$ cat config.mk
export PLATFORM = sky130hd
export DESIGN_NAME = ccl_fetch_redirect_flat
export DESIGN_NICKNAME = d
export VERILOG_FILES = /design/src/rtl/ccl_fetch_redirect_if.sv /design/src/rtl/ccl_fetch_redirect.sv /design/src/flat_wrapper.sv
export SDC_FILE = /design/constraint.sdc
export NUM_CORES = 1
export LEC_CHECK = 0
export ABC_AREA = 0
export BUFFER_PORTS_ARGS = -buffer_cell sky130_fd_sc_hd__buf_2
export CAP_MARGIN = 5
export CORE_AREA = 2 2 132 134
export CTS_CLUSTER_DIAMETER = 60
export DETAILED_ROUTE_END_ITERATION = 16
export DIE_AREA = 0 0 134 136
export GPL_ROUTABILITY_DRIVEN = 0
export PLACE_DENSITY = 0.69
export SKIP_LAST_GASP = 1
export SYNTH_ARGS = -nofsm -noshare
export SYNTH_HDL_FRONTEND = slang
export SYNTH_SLANG_ARGS = --single-unit
$ cat constraint.sdc
create_clock -name i_clock -period 11.5 [get_ports i_clock]
set_input_delay 2.3 -clock i_clock [delete_from_list [all_inputs] [get_ports i_clock]]
set_output_delay 2.3 -clock i_clock [all_outputs]
set_load 0.005 [all_outputs]
$ cat src/rtl/ccl_fetch_redirect_if.sv
// Bundle of the fetch unit's CCLU, instruction-memory, decode and trap signals.
// master: the fetch/redirect unit itself; slave: its surrounding environment.
interface ccl_fetch_redirect_if;
  // CCLU side
  logic        ccl_valid;
  logic [31:0] ccl_target;
  logic        ccl_full;
  logic        ccl_error;
  // instruction memory side
  logic        imem_req;
  logic [31:0] imem_addr;
  logic        imem_ack;
  logic [31:0] imem_rdata;
  // decode side
  logic        instr_valid;
  logic [31:0] instr;
  logic [31:0] instr_pc;
  logic        instr_ready;
  logic        flush;
  // trap side
  logic        trap;
  logic [31:0] trap_pc;
  logic        trap_clear;

  modport master (
    input  ccl_valid, ccl_target, ccl_full, ccl_error,
    input  imem_ack, imem_rdata, instr_ready, trap_clear,
    output imem_req, imem_addr, instr_valid, instr, instr_pc, flush, trap, trap_pc
  );

  modport slave (
    output ccl_valid, ccl_target, ccl_full, ccl_error,
    output imem_ack, imem_rdata, instr_ready, trap_clear,
    input  imem_req, imem_addr, instr_valid, instr, instr_pc, flush, trap, trap_pc
  );
endinterface

$ cat src/rtl/ccl_fetch_redirect.sv
// Fetch-side PC unit downstream of the counted-loop unit (CCLU).
// Keeps one instruction fetch in flight at most, buffers the fetched word in
// a single valid/ready entry for decode, and reacts to CCLU redirects, errors
// and stack-full back-pressure. All outputs come straight from registers.
module ccl_fetch_redirect #(
  parameter logic [31:0] RESET_PC = 32'h0000_0000,
  parameter logic [31:0] PC_STEP  = 32'd4
) (
  input logic                  i_clock,
  input logic                  i_reset,
  ccl_fetch_redirect_if.master bus
);

  // FETCH: idle, may issue. WAIT: request outstanding, data kept.
  // DRAIN: request outstanding, data dropped. TRAP: halted until trap_clear.
  localparam logic [1:0] ST_FETCH = 2'd0;
  localparam logic [1:0] ST_WAIT  = 2'd1;
  localparam logic [1:0] ST_DRAIN = 2'd2;
  localparam logic [1:0] ST_TRAP  = 2'd3;

  logic [1:0]  r_state;
  logic [31:0] r_pc;
  logic        r_imem_req;
  logic [31:0] r_imem_addr;
  logic        r_instr_valid;
  logic [31:0] r_instr;
  logic [31:0] r_instr_pc;
  logic        r_flush;
  logic        r_trap;
  logic [31:0] r_trap_pc;

  logic        w_ack;
  logic        w_consume;
  logic        w_err;
  logic        w_redir;
  logic        w_issue;

  // Classify this cycle's events; error (incl. misaligned target) outranks redirect, which outranks ack.
  always_comb begin
    w_ack     = r_imem_req & bus.imem_ack;
    w_consume = r_instr_valid & bus.instr_ready;
    if (r_state == ST_TRAP) begin
      w_err   = 1'b0;
      w_redir = 1'b0;
    end else begin
      w_err   = bus.ccl_error | (bus.ccl_valid & (bus.ccl_target[1:0] != 2'b00));
      w_redir = bus.ccl_valid & ~w_err;
    end
    w_issue = (r_state == ST_FETCH) & ~w_err & ~w_redir & ~bus.ccl_full
            & (~r_instr_valid | bus.instr_ready);
  end

  // Main state, PC, fetch handshake, decode buffer and trap registers.
  always_ff @(posedge i_clock or posedge i_reset) begin
    if (i_reset) begin
      r_state       <= ST_FETCH;
      r_pc          <= RESET_PC;
      r_imem_req    <= 1'b0;
      r_imem_addr   <= RESET_PC;
      r_instr_valid <= 1'b0;
      r_instr       <= 32'h0000_0000;
      r_instr_pc    <= 32'h0000_0000;
      r_flush       <= 1'b0;
      r_trap        <= 1'b0;
      r_trap_pc     <= 32'h0000_0000;
    end else begin
      r_flush <= 1'b0;
      // A decode transfer always completes, even alongside a redirect or trap.
      if (w_consume) begin
        r_instr_valid <= 1'b0;
      end
      if (w_err) begin
        // Trap entry: report the oldest live PC; any outstanding fetch keeps draining.
        r_trap_pc     <= r_instr_valid ? r_instr_pc : r_pc;
        r_trap        <= 1'b1;
        r_instr_valid <= 1'b0;
        r_flush       <= 1'b1;
        r_state       <= ST_TRAP;
        if (w_ack) begin
          r_imem_req <= 1'b0;
        end
      end else if (w_redir) begin
        r_pc          <= bus.ccl_target;
        r_instr_valid <= 1'b0;
        r_flush       <= 1'b1;
        // An ack landing with the redirect is simply discarded.
        if (r_imem_req & ~w_ack) begin
          r_state <= ST_DRAIN;
        end else begin
          r_imem_req <= 1'b0;
          r_state    <= ST_FETCH;
        end
      end else begin
        case (r_state)
          ST_FETCH: begin
            if (w_issue) begin
              r_imem_req  <= 1'b1;
              r_imem_addr <= r_pc;
              r_state     <= ST_WAIT;
            end
          end
          ST_WAIT: begin
            if (w_ack) begin
              r_imem_req    <= 1'b0;
              r_instr       <= bus.imem_rdata;
              r_instr_pc    <= r_pc;
              r_pc          <= r_pc + PC_STEP;
              r_instr_valid <= 1'b1;
              r_state       <= ST_FETCH;
            end
          end
          ST_DRAIN: begin
            if (w_ack) begin
              r_imem_req <= 1'b0;
              r_state    <= ST_FETCH;
            end
          end
          ST_TRAP: begin
            if (w_ack) begin
              r_imem_req <= 1'b0;
            end
            if (bus.trap_clear) begin
              r_trap <= 1'b0;
              r_pc   <= RESET_PC;
              // A fetch still in flight from before the trap must be dropped.
              r_state <= (r_imem_req & ~w_ack) ? ST_DRAIN : ST_FETCH;
            end
          end
          default: begin
            r_state <= ST_FETCH;
          end
        endcase
      end
    end
  end

  assign bus.imem_req    = r_imem_req;
  assign bus.imem_addr   = r_imem_addr;
  assign bus.instr_valid = r_instr_valid;
  assign bus.instr       = r_instr;
  assign bus.instr_pc    = r_instr_pc;
  assign bus.flush       = r_flush;
  assign bus.trap        = r_trap;
  assign bus.trap_pc     = r_trap_pc;

endmodule

$ cat src/flat_wrapper.sv
// flat-port wrapper written by rule: the top's interface ports become plain ports
module ccl_fetch_redirect_flat 
#(
  parameter logic [31:0] RESET_PC = 32'h0000_0000,
  parameter logic [31:0] PC_STEP  = 32'd4
)
  (i_clock, i_reset, bus_ccl_valid, bus_ccl_target, bus_ccl_full, bus_ccl_error, bus_imem_ack, bus_imem_rdata, bus_instr_ready, bus_trap_clear, bus_imem_req, bus_imem_addr, bus_instr_valid, bus_instr, bus_instr_pc, bus_flush, bus_trap, bus_trap_pc);
  ccl_fetch_redirect_if bus_i ();
  input logic i_clock;
  input logic i_reset;
  input wire logic [$bits(bus_i.ccl_valid)-1:0] bus_ccl_valid;
  input wire logic [$bits(bus_i.ccl_target)-1:0] bus_ccl_target;
  input wire logic [$bits(bus_i.ccl_full)-1:0] bus_ccl_full;
  input wire logic [$bits(bus_i.ccl_error)-1:0] bus_ccl_error;
  input wire logic [$bits(bus_i.imem_ack)-1:0] bus_imem_ack;
  input wire logic [$bits(bus_i.imem_rdata)-1:0] bus_imem_rdata;
  input wire logic [$bits(bus_i.instr_ready)-1:0] bus_instr_ready;
  input wire logic [$bits(bus_i.trap_clear)-1:0] bus_trap_clear;
  output wire logic [$bits(bus_i.imem_req)-1:0] bus_imem_req;
  output wire logic [$bits(bus_i.imem_addr)-1:0] bus_imem_addr;
  output wire logic [$bits(bus_i.instr_valid)-1:0] bus_instr_valid;
  output wire logic [$bits(bus_i.instr)-1:0] bus_instr;
  output wire logic [$bits(bus_i.instr_pc)-1:0] bus_instr_pc;
  output wire logic [$bits(bus_i.flush)-1:0] bus_flush;
  output wire logic [$bits(bus_i.trap)-1:0] bus_trap;
  output wire logic [$bits(bus_i.trap_pc)-1:0] bus_trap_pc;
  assign bus_i.ccl_valid = bus_ccl_valid;
  assign bus_i.ccl_target = bus_ccl_target;
  assign bus_i.ccl_full = bus_ccl_full;
  assign bus_i.ccl_error = bus_ccl_error;
  assign bus_i.imem_ack = bus_imem_ack;
  assign bus_i.imem_rdata = bus_imem_rdata;
  assign bus_i.instr_ready = bus_instr_ready;
  assign bus_i.trap_clear = bus_trap_clear;
  assign bus_imem_req = bus_i.imem_req;
  assign bus_imem_addr = bus_i.imem_addr;
  assign bus_instr_valid = bus_i.instr_valid;
  assign bus_instr = bus_i.instr;
  assign bus_instr_pc = bus_i.instr_pc;
  assign bus_flush = bus_i.flush;
  assign bus_trap = bus_i.trap;
  assign bus_trap_pc = bus_i.trap_pc;
  ccl_fetch_redirect #(.RESET_PC(RESET_PC), .PC_STEP(PC_STEP)) u_core (.i_clock(i_clock), .i_reset(i_reset), .bus(bus_i));
endmodule
==> results of run 1 <==
## worst max-delay path: cells and delay by family
| family | cells | cell delay [ps] |
|---|---|---|
| buffers and inverters | 3 | 770 |
| and+or+nand+nor | 3 | 1120 |
| muxes | 1 | 390 |
## where the power goes
part	internal [mW]	switching, mW
Combinational	0.356	0.366
Sequential	0.803	0.201
Clock	0.328	0.241
## final timing paths
| check | slack [ps] | start | to |
|---|---|---|---|
| max in group asynchronous | 7980 | i_reset | u_core.bus.trap_pc[28] |
| worst max register to register | 8640 | u_core.r_state[0] | u_core.bus.instr_pc[3] |
| worst min register to register | 490 | u_core.bus.imem_addr[26] | u_core.bus.imem_addr[26] |
| worst max-delay path | 7210 | bus_ccl_valid | u_core.bus.instr_pc[3] |
| worst min-delay path | 490 | u_core.bus.imem_addr[26] | u_core.bus.imem_addr[26] |
| min in group asynchronous | 2030 | i_reset | u_core.bus.trap_pc[10] |
## layout make-up
cell class              count  area [um2]
repair buffers            210        1070
fillers                  1522        7690
clock inverters            14         151
well taps                 225         282
clock buffers              18         439
multi-input cells         415        3050
diodes                      2        5.00
flip-flops and latches    166        4160
inverters                   9        38.8
## state kept, by name (all words and copies together), names as in the netlist
register,cells
u_core.bus.instr_pc,32
u_core.r_state,2
u_core.bus.instr_valid,1
u_core.bus.flush,1
u_core.bus.imem_addr,32
u_core.bus.trap_pc,32
u_core.bus.imem_req,1
u_core.bus.instr,32
u_core.bus.trap,1
u_core.r_pc,32
## routing by layer
layer	track usage (%)	up-vias	share of wire, %
li1	-	2674	-
met1	26.5	2789	45
met2	33.5	177	48
met3	5.85	10	6.1
met4	5.32	0	0.93
met5	0	-	0
## Yosys cell counts, types with 2 or more instances
| library cell | n | area (um2) |
|---|---|---|
| dfrtp_1 | 166 | 4150 |
| o2bb2ai_1 | 4 | 35.0 |
| o21ai_0 | 25 | 125 |
| or4_1 | 2 | 15.0 |
| or2_2 | 3 | 18.8 |
| inv_1 | 9 | 33.8 |
| mux2i_1 | 33 | 330 |
| nor3_1 | 9 | 45.0 |
| or4_2 | 2 | 17.5 |
| and2_1 | 5 | 31.3 |
| a22oi_1 | 5 | 37.5 |
| nor4_1 | 6 | 37.5 |
| nand3_2 | 2 | 20.0 |
| a221o_1 | 8 | 80.1 |
| o311ai_0 | 8 | 70.1 |
| ha_1 | 4 | 50.1 |
| and3_1 | 5 | 31.3 |
| nand4_1 | 6 | 37.5 |
| a22o_1 | 2 | 17.5 |
| mux2_2 | 96 | 1080 |
| clkbuf_8 | 6 | 82.6 |
| o211ai_1 | 2 | 15.0 |
| nor2_1 | 55 | 206 |
| o31a_1 | 3 | 26.3 |
| nand2_1 | 38 | 143 |
| a21oi_1 | 48 | 240 |
| nand2b_1 | 2 | 12.5 |
| nand3_1 | 13 | 65.1 |
| or4_4 | 2 | 22.5 |
| clkbuf_1 | 32 | 120 |
| nor2b_1 | 3 | 18.8 |
| and4_1 | 3 | 26.3 |
| a21o_1 | 3 | 22.5 |
| or3_1 | 2 | 12.5 |
## stage by stage
stage | cells | setup slack, ps | utilization [%]
final | 1059 | 7210 | 54.4
after global routing | 1058 | 7060 | 54.4
after CTS | 1057 | 7190 | 54.4
after detailed placement | 1025 | 6750 | 50.9
after global placement | 1025 | 6780 | 50.9
after floorplan | 631 | 4710 | -
## cells by family after synthesis
group | Yosys count
AOI/OAI and AO/OA | 119
adders and majority gates | 4
buffers and inverters | 50
DFF | 166
muxes | 129
and+or+nand+nor | 163
==> impl_metrics.ini, run 1 <==
[floorplanning]
fp.dieW_um = 134
core_region_area_um2 = 16900
rows = 48
die_h_um = 136
io_pins = 204
die_area_um2 = 18200
start_util_pct = 44.0

[worst_setup_path]
ff2ff_path_depth = 7
cp.arrival_ps = 4580
slowest_delay_ps = 690
cp-end-kind = register
path_cells = buf_2, or2_2, nand2_1, inv_1, nor2_4, buf_4, mux2_2
slowest_stage = nor2_4
critPathMaxFanout = 36
critPathRequiredTime_ps = 11790
critPathKind = input port to register
start_kind = input port

[layout]
area_growth_syn_to_layout_pct = 23.6
drive_gt1_share_pct = 42.8
final_nets = 895
final_cell_mix = 203 x buf_2, 165 x dfrtp_1, 96 x mux2_2
fin_area_um2 = 9190
layout_commonest_cell = buf_2

[worst_hold_path]
min_delay_path_depth = 2
holdCritPathClass = register to register

[global_routing]
grt_max_degree = 90
grt_overflow = 0
antenna_found_initial = 2
grt_pass1_wl_mm = 28.8
first_global_vias = 5499
grt_usage_pct = 20.4

[pwr]
ir_worst_vdd_mv = 0.111
p_leak_nw = 4.39
power.density_nw_per_um2 = 250
power_mw = 2.30

[sta]
final-setup-viol-count = 0
worst_pin_slew_ps = 988
slew_violations = 0
fmax_ghz = 0.233
whs_ps = 493
hold_viol = 0
setup_tns_ps = 0
rsz0062_at_grt = no
skew_ps = 9.22
min_period_over_period_pct = 37.3
slew_headroom_pct = 34.0
fin_crit_ps = 4290

[synthesis]
yosysWarnings = 0
synth_xor_area_share_pct = 0
synthAdderAreaFrac_pct = 0.674
async_flop_share_pct = 100
synthFlopType = dfrtp_1
synth_top_family_by_area = multiplexers
postSynthCellCount = 631
seq_area_frac_synth_pct = 55.9
synth-simple-area-share_pct = 10.8
syn_avg_cell_area_um2 = 11.8
syn_nets = 707
yosysUniqueCellTypes = 53
synth-edff-count = 0
synth_compound_area_share_pct = 10.2
synthMuxAreaShare_pct = 19.0
syn-cell-area_um2 = 7430
ys_seq_elements = 166

[placement]
post_dp_cell_area_um2 = 8590
io_buffers = 203
dp_hpwl_mm = 12.4

[routing]
vias = 5650
detail-route-antenna-nets = 0
drt_drc_violations_left = 0
dr.pass1.iters = 6
wl_per_cell_um = 17.2
postRouteWirelength_mm = 18.2
via_per_inst = 5.34
drt_first_iter_violations = 278

[cts]
cts.clk_slew.worst_paths_ps = 60
post_cts_buffers = 0
clockBufferDepth = 2
root_buffer = clkbuf_16
cts_tree = done
cts_buffers = 17
clock-sinks = 166
post_cts_resized = 0
clk-insertion-delay-late_ps = 420
htree_num_levels = 4
cts_hold_repair.buffers = 0

[outcome]
status = finished, final reports clean

[flow_run]
drv_cap = 0
Note: power is estimated with default switching activity, not from simulation.
==> run 2: changes to the inputs <==
PLACE_DENSITY = 0.72   (was 0.69)
clock period = 3.8 ns   (was 11.5 ns; I/O delays follow)
==> run 2 against run 1 <==
Clock power rose to 3.0 times the previous value. Via count rose by 1.2%. Highest routed layer unchanged. Routed wire length increased by 3.6%. Cell count up 0.28%. Sequential power increased to 3.0 times the previous value. Critical path type is now register to register. Global-route usage is 0.67 points higher. Core utilization increased by 0.34 points. Largest cell class unchanged. Setup slack worse by 6100 ps. Non-clock buffer count rose by 4.
==> impl_metrics.ini, run 2 (synthesis results as in run 1) <==
[worst_setup_path]
critPathRequiredTime_ps = 4160
cp.arrival_ps = 3050
critPathMaxFanout = 12
start_kind = register
critPathKind = register to register
cp-end-kind = register

[global_routing]
grt_usage_pct = 21.0
antenna_found_initial = 1
grt_max_degree = 63
grt_pass1_wl_mm = 29.8
grt_overflow = 0
first_global_vias = 5654

[routing]
vias = 5718
dr.pass1.iters = 5
wl_per_cell_um = 17.8
drt_first_iter_violations = 233
via_per_inst = 5.38
postRouteWirelength_mm = 18.9
detail-route-antenna-nets = 0
drt_drc_violations_left = 0

[cts]
clockBufferDepth = 2
cts_tree = done
htree_num_levels = 4
clock-sinks = 166
post_cts_buffers = 0
clk-insertion-delay-late_ps = 420
cts_buffers = 17
post_cts_resized = 0
cts_hold_repair.buffers = 0
cts.clk_slew.worst_paths_ps = 70
root_buffer = clkbuf_16

[layout]
final_cell_mix = 203 x buf_2, 165 x dfrtp_1, 96 x mux2_2
layout_commonest_cell = buf_2
final_nets = 899
seq_area_um2 = 4160
multiInputGateArea_um2 = 3050
n_fill_cell = 1530
drive_gt1_share_pct = 43.1
area_growth_syn_to_layout_pct = 24.4
fin_area_um2 = 9250
post-route-util_pct = 54.8

[pwr]
power.density_nw_per_um2 = 753
p_leak_nw = 4.41
ir_worst_vdd_mv = 0.314

[sta]
worst_pin_slew_ps = 1100
skew_ps = 8.01
final-setup-viol-count = 0
min_period_over_period_pct = 70.7
slew_headroom_pct = 26.4
fmax_ghz = 0.372
rsz0062_at_grt = no
hold_viol = 0
slew_violations = 0
fin_crit_ps = 2690
setup_tns_ps = 0

[floorplanning]
rows = 48
fp.dieW_um = 134
die_h_um = 136
start_util_pct = 44.0
core_region_area_um2 = 16900
die_area_um2 = 18200
io_pins = 204

[worst_hold_path]
holdCritPathClass = input port to asynchronous set/reset pin

[outcome]
status = finished, final reports clean

[placement]
dp_hpwl_mm = 13.2
io_buffers = 203
post_dp_cell_area_um2 = 8660

[flow_run]
drv_cap = 0
## run 2: cell count changes in the layout (fill, tap and decap cells not counted)
cell / before / now
buf_4: 7 / 8
clkbuf_8: 1 / 3
clkinv_2: 4 / 2
clkinvlp_4: 1 / 4
bufinv_16: 2 / 1
diode_2: 2 / 1
buf_12: 0 / 3
clkinv_4: 4 / 2
## run 2: stage by stage
stage               cells  setup WS [ps]  power (mW)  hold slack (ps)
finish               1062           1110        6.96              485
global route         1061            929        7.45              509
CTS                  1061           1110        7.02              494
detailed placement   1029           1020        5.31              477
global placement     1029           1050        5.22              471
floorplan             631            927        4.33              473
## run 2: layout make-up
| class | instances | share of cell area, % |
|---|---|---|
| flip-flops and latches | 166 | 44.9 |
| multi-input cells | 415 | 33.0 |
| repair buffers | 214 | 12.3 |
| clock buffers | 20 | 5.05 |
| well taps | 225 | 3.05 |
| clock inverters | 12 | 1.27 |
| inverters | 9 | 0.406 |
| diodes | 1 | 0.0271 |
## run 2: worst paths after layout
| path | startpoint | endpoint | slack, ps | cells after the start |
|---|---|---|---|---|
| max | u_core.r_state[0] | u_core.r_pc[28] | 1110 | 6 |
| min | i_reset | u_core.bus.instr[28] | 490 | 2 |
| max reg2reg | u_core.r_state[0] | u_core.r_pc[28] | 1110 | 6 |
| min reg2reg | u_core.bus.trap | u_core.bus.trap | 490 | 2 |
| max in group asynchronous | i_reset | u_core.bus.trap_pc[28] | 2460 | 3 |
| min in group i_clock | u_core.bus.trap | u_core.bus.trap | 490 | 2 |
## run 2: routing by layer
| metal | global-route usage (%) | share of wire, % | vias to the layer above |
|---|---|---|---|
| met3 | 5.44 | 6.5 | 9 |
| li1 | - | - | 2682 |
| met2 | 34.1 | 48 | 199 |
| met4 | 5.44 | 0.74 | 0 |
| met5 | 0 | 0 | - |
| met1 | 28.3 | 45 | 2828 |
## run 2: report_power, final
group	total, mW	internal (mW)	switching (mW)	leakage, nW
logic	2.22	1.09	1.13	2.00
clock network	1.70	0.965	0.732	0.281
registers	3.04	2.43	0.609	2.13
total	6.96	4.49	2.47	4.41
## run 2: critical path, stage by stage (launching register included)
cell	delay (ps)
dfrtp_1	410
ha_1	320
nor2b_1	180
a211oi_1	590
nand3_2	420
or4_1	600
nand3_1	100
==> run 3: changes to the inputs <==
clock period = 2.4 ns   (was 3.8 ns; I/O delays follow)
==> run 3 against run 2 <==
Sequential cell count stayed put. Clock-buffer cell count fell by 3. Die area did not move. Hold slack lost 210 ps. Combinational power increased by 82%. Clock power increased by 63%. Clock skew grew 1.6 ps. Power is 64% higher. First-iteration DRC count rose by 12%. Setup slack worse by 930 ps.
==> impl_metrics.ini, run 3 (synthesis results as in run 1) <==
[worst_setup_path]
crit_path_start = u_core.r_pc[10]
critPathRequiredTime_ps = 2770
r2r_end = u_core.r_pc[29]
critPathKind = register to register
ff2ff_path_depth = 5
cp.arrival_ps = 2590
endpoint = u_core.r_pc[29]
start_kind = register
worst-r2r-setup-slack_ps = 180
critPathMaxFanout = 7
cp-end-kind = register
r2r-start = u_core.r_pc[10]

[cts]
root_buffer = clkbuf_16
cts_buffers = 17
clockBufferDepth = 2
clk-insertion-delay-late_ps = 430
cts.clk_slew.worst_paths_ps = 70
clock-sinks = 166
htree_num_levels = 4
cts_tree = done

[layout]
final_cell_mix = 203 x buf_2, 165 x dfrtp_1, 96 x mux2_2
area_growth_syn_to_layout_pct = 28.3
post-route-util_pct = 56.5
layout_commonest_cell = buf_2
n_fill_cell = 1481
layout.cells.non_filler = 1095
final_nets = 932
drive_gt1_share_pct = 45.1

[floorplanning]
fp.dieW_um = 134
io_pins = 204
rows = 48
die_area_um2 = 18200
core_region_area_um2 = 16900
die_h_um = 136
start_util_pct = 44.0

[global_routing]
first_global_vias = 5856
grt_overflow = 0
grt_usage_pct = 21.5
antenna_found_initial = 1
grt_max_degree = 105
grt_pass1_wl_mm = 30.5

[sta]
final-setup-viol-count = 0
fin_crit_ps = 2220
worst_pin_slew_ps = 645
fin_ws_ps = 177
rsz0062_at_grt = no
fmax_ghz = 0.450
slew_violations = 0
whs_ps = 275
min_period_over_period_pct = 92.6
slew_headroom_pct = 57.0
skew_ps = 9.63
hold_viol = 0

[outcome]
status = finished, final reports clean

[worst_hold_path]
holdCritPathClass = input port to register

[placement]
io_buffers = 203
dp_hpwl_mm = 13.3
pre_cts_slack_ps = 137
dp_cells = 1061

[routing]
wl_per_cell_um = 17.3
dr.pass1.iters = 4
vias = 5782
drt_drc_violations_left = 0
detail-route-antenna-nets = 0
drt_first_iter_violations = 262
postRouteWirelength_mm = 18.9
via_per_inst = 5.28

[flow_run]
drv_cap = 0

[pwr]
ir_worst_vdd_mv = 0.640
power.density_nw_per_um2 = 1200
p_leak_nw = 4.59
## run 3: cell types whose count changed in the layout (fill, tap and decap cells not counted), sizes merged
cell	previous run	this run
buf	214	246
clkinvlp	4	3
inv	12	15
dlygate4sd3	0	1
clkbuf	20	17
bufinv	1	2
## run 3: through the flow
| stage | area, um2 | setup TNS (ps) | power (mW) |
|---|---|---|---|
| 6_report | 9530 | 0 | 11.4 |
| 3_3_place_gp | 8920 | 0 | 8.57 |
| 4_1_cts | 9520 | 0 | 11.5 |
| 2_1_floorplan | 7430 | -32000 | 6.86 |
| 5_1_grt | 9530 | 0 | 12.2 |
| 3_5_place_dp | 8920 | 0 | 8.69 |
## run 3: worst min path at each step
stage	start	slack, ps	depth (start not counted)	to
final	bus_imem_rdata[12]	270	2	u_core.bus.instr[12]
after global routing	bus_imem_rdata[30]	270	2	u_core.bus.instr[30]
after CTS	bus_imem_rdata[20]	260	2	u_core.bus.instr[20]
after detailed placement	i_reset	390	2	u_core.bus.instr[31]
after global placement	i_reset	390	2	u_core.bus.instr[31]
after floorplan	u_core.bus.imem_addr[26]	470	2	u_core.bus.imem_addr[26]
## run 3: layout make-up
class	instances	area, um2	share of cell area (%)
Timing Repair Buffer	247	1410	14.8
Clock inverter	15	165	1.73
Clock buffer	17	425	4.46
Sequential cell	166	4160	43.6
Multi-Input combinational cell	415	3060	32.0
Antenna cell	1	2.50	0.0262
Tap cell	225	282	2.95
Inverter	9	37.5	0.394
## run 3: what timing repair did
action,CTS,global route
endpoints found under the setup margin,0,4
buffers inserted,0,0
hold buffers,1,0
hold endpoints to repair,3,0
gates resized for setup,0,1
## run 3: metal layers
metal	track usage, %	wire (um)
met5	0	0
met4	6.74	195
met3	5.56	1270
met2	35.3	9080
met1	28.0	8390
## run 3: power by group
part           leakage [nW]  internal (mW)  switching (mW)
sequential             2.13           3.85           0.721
combinational          2.18           1.98            2.07
clock                 0.289           1.56            1.21
## run 3: worst max-delay path, stage by stage, from the launching register on
cell     delay [ps]
dfrtp_1         360
nand3_2         140
or4_4           590
or4_4           510
or4_1           480
nand3_1          80
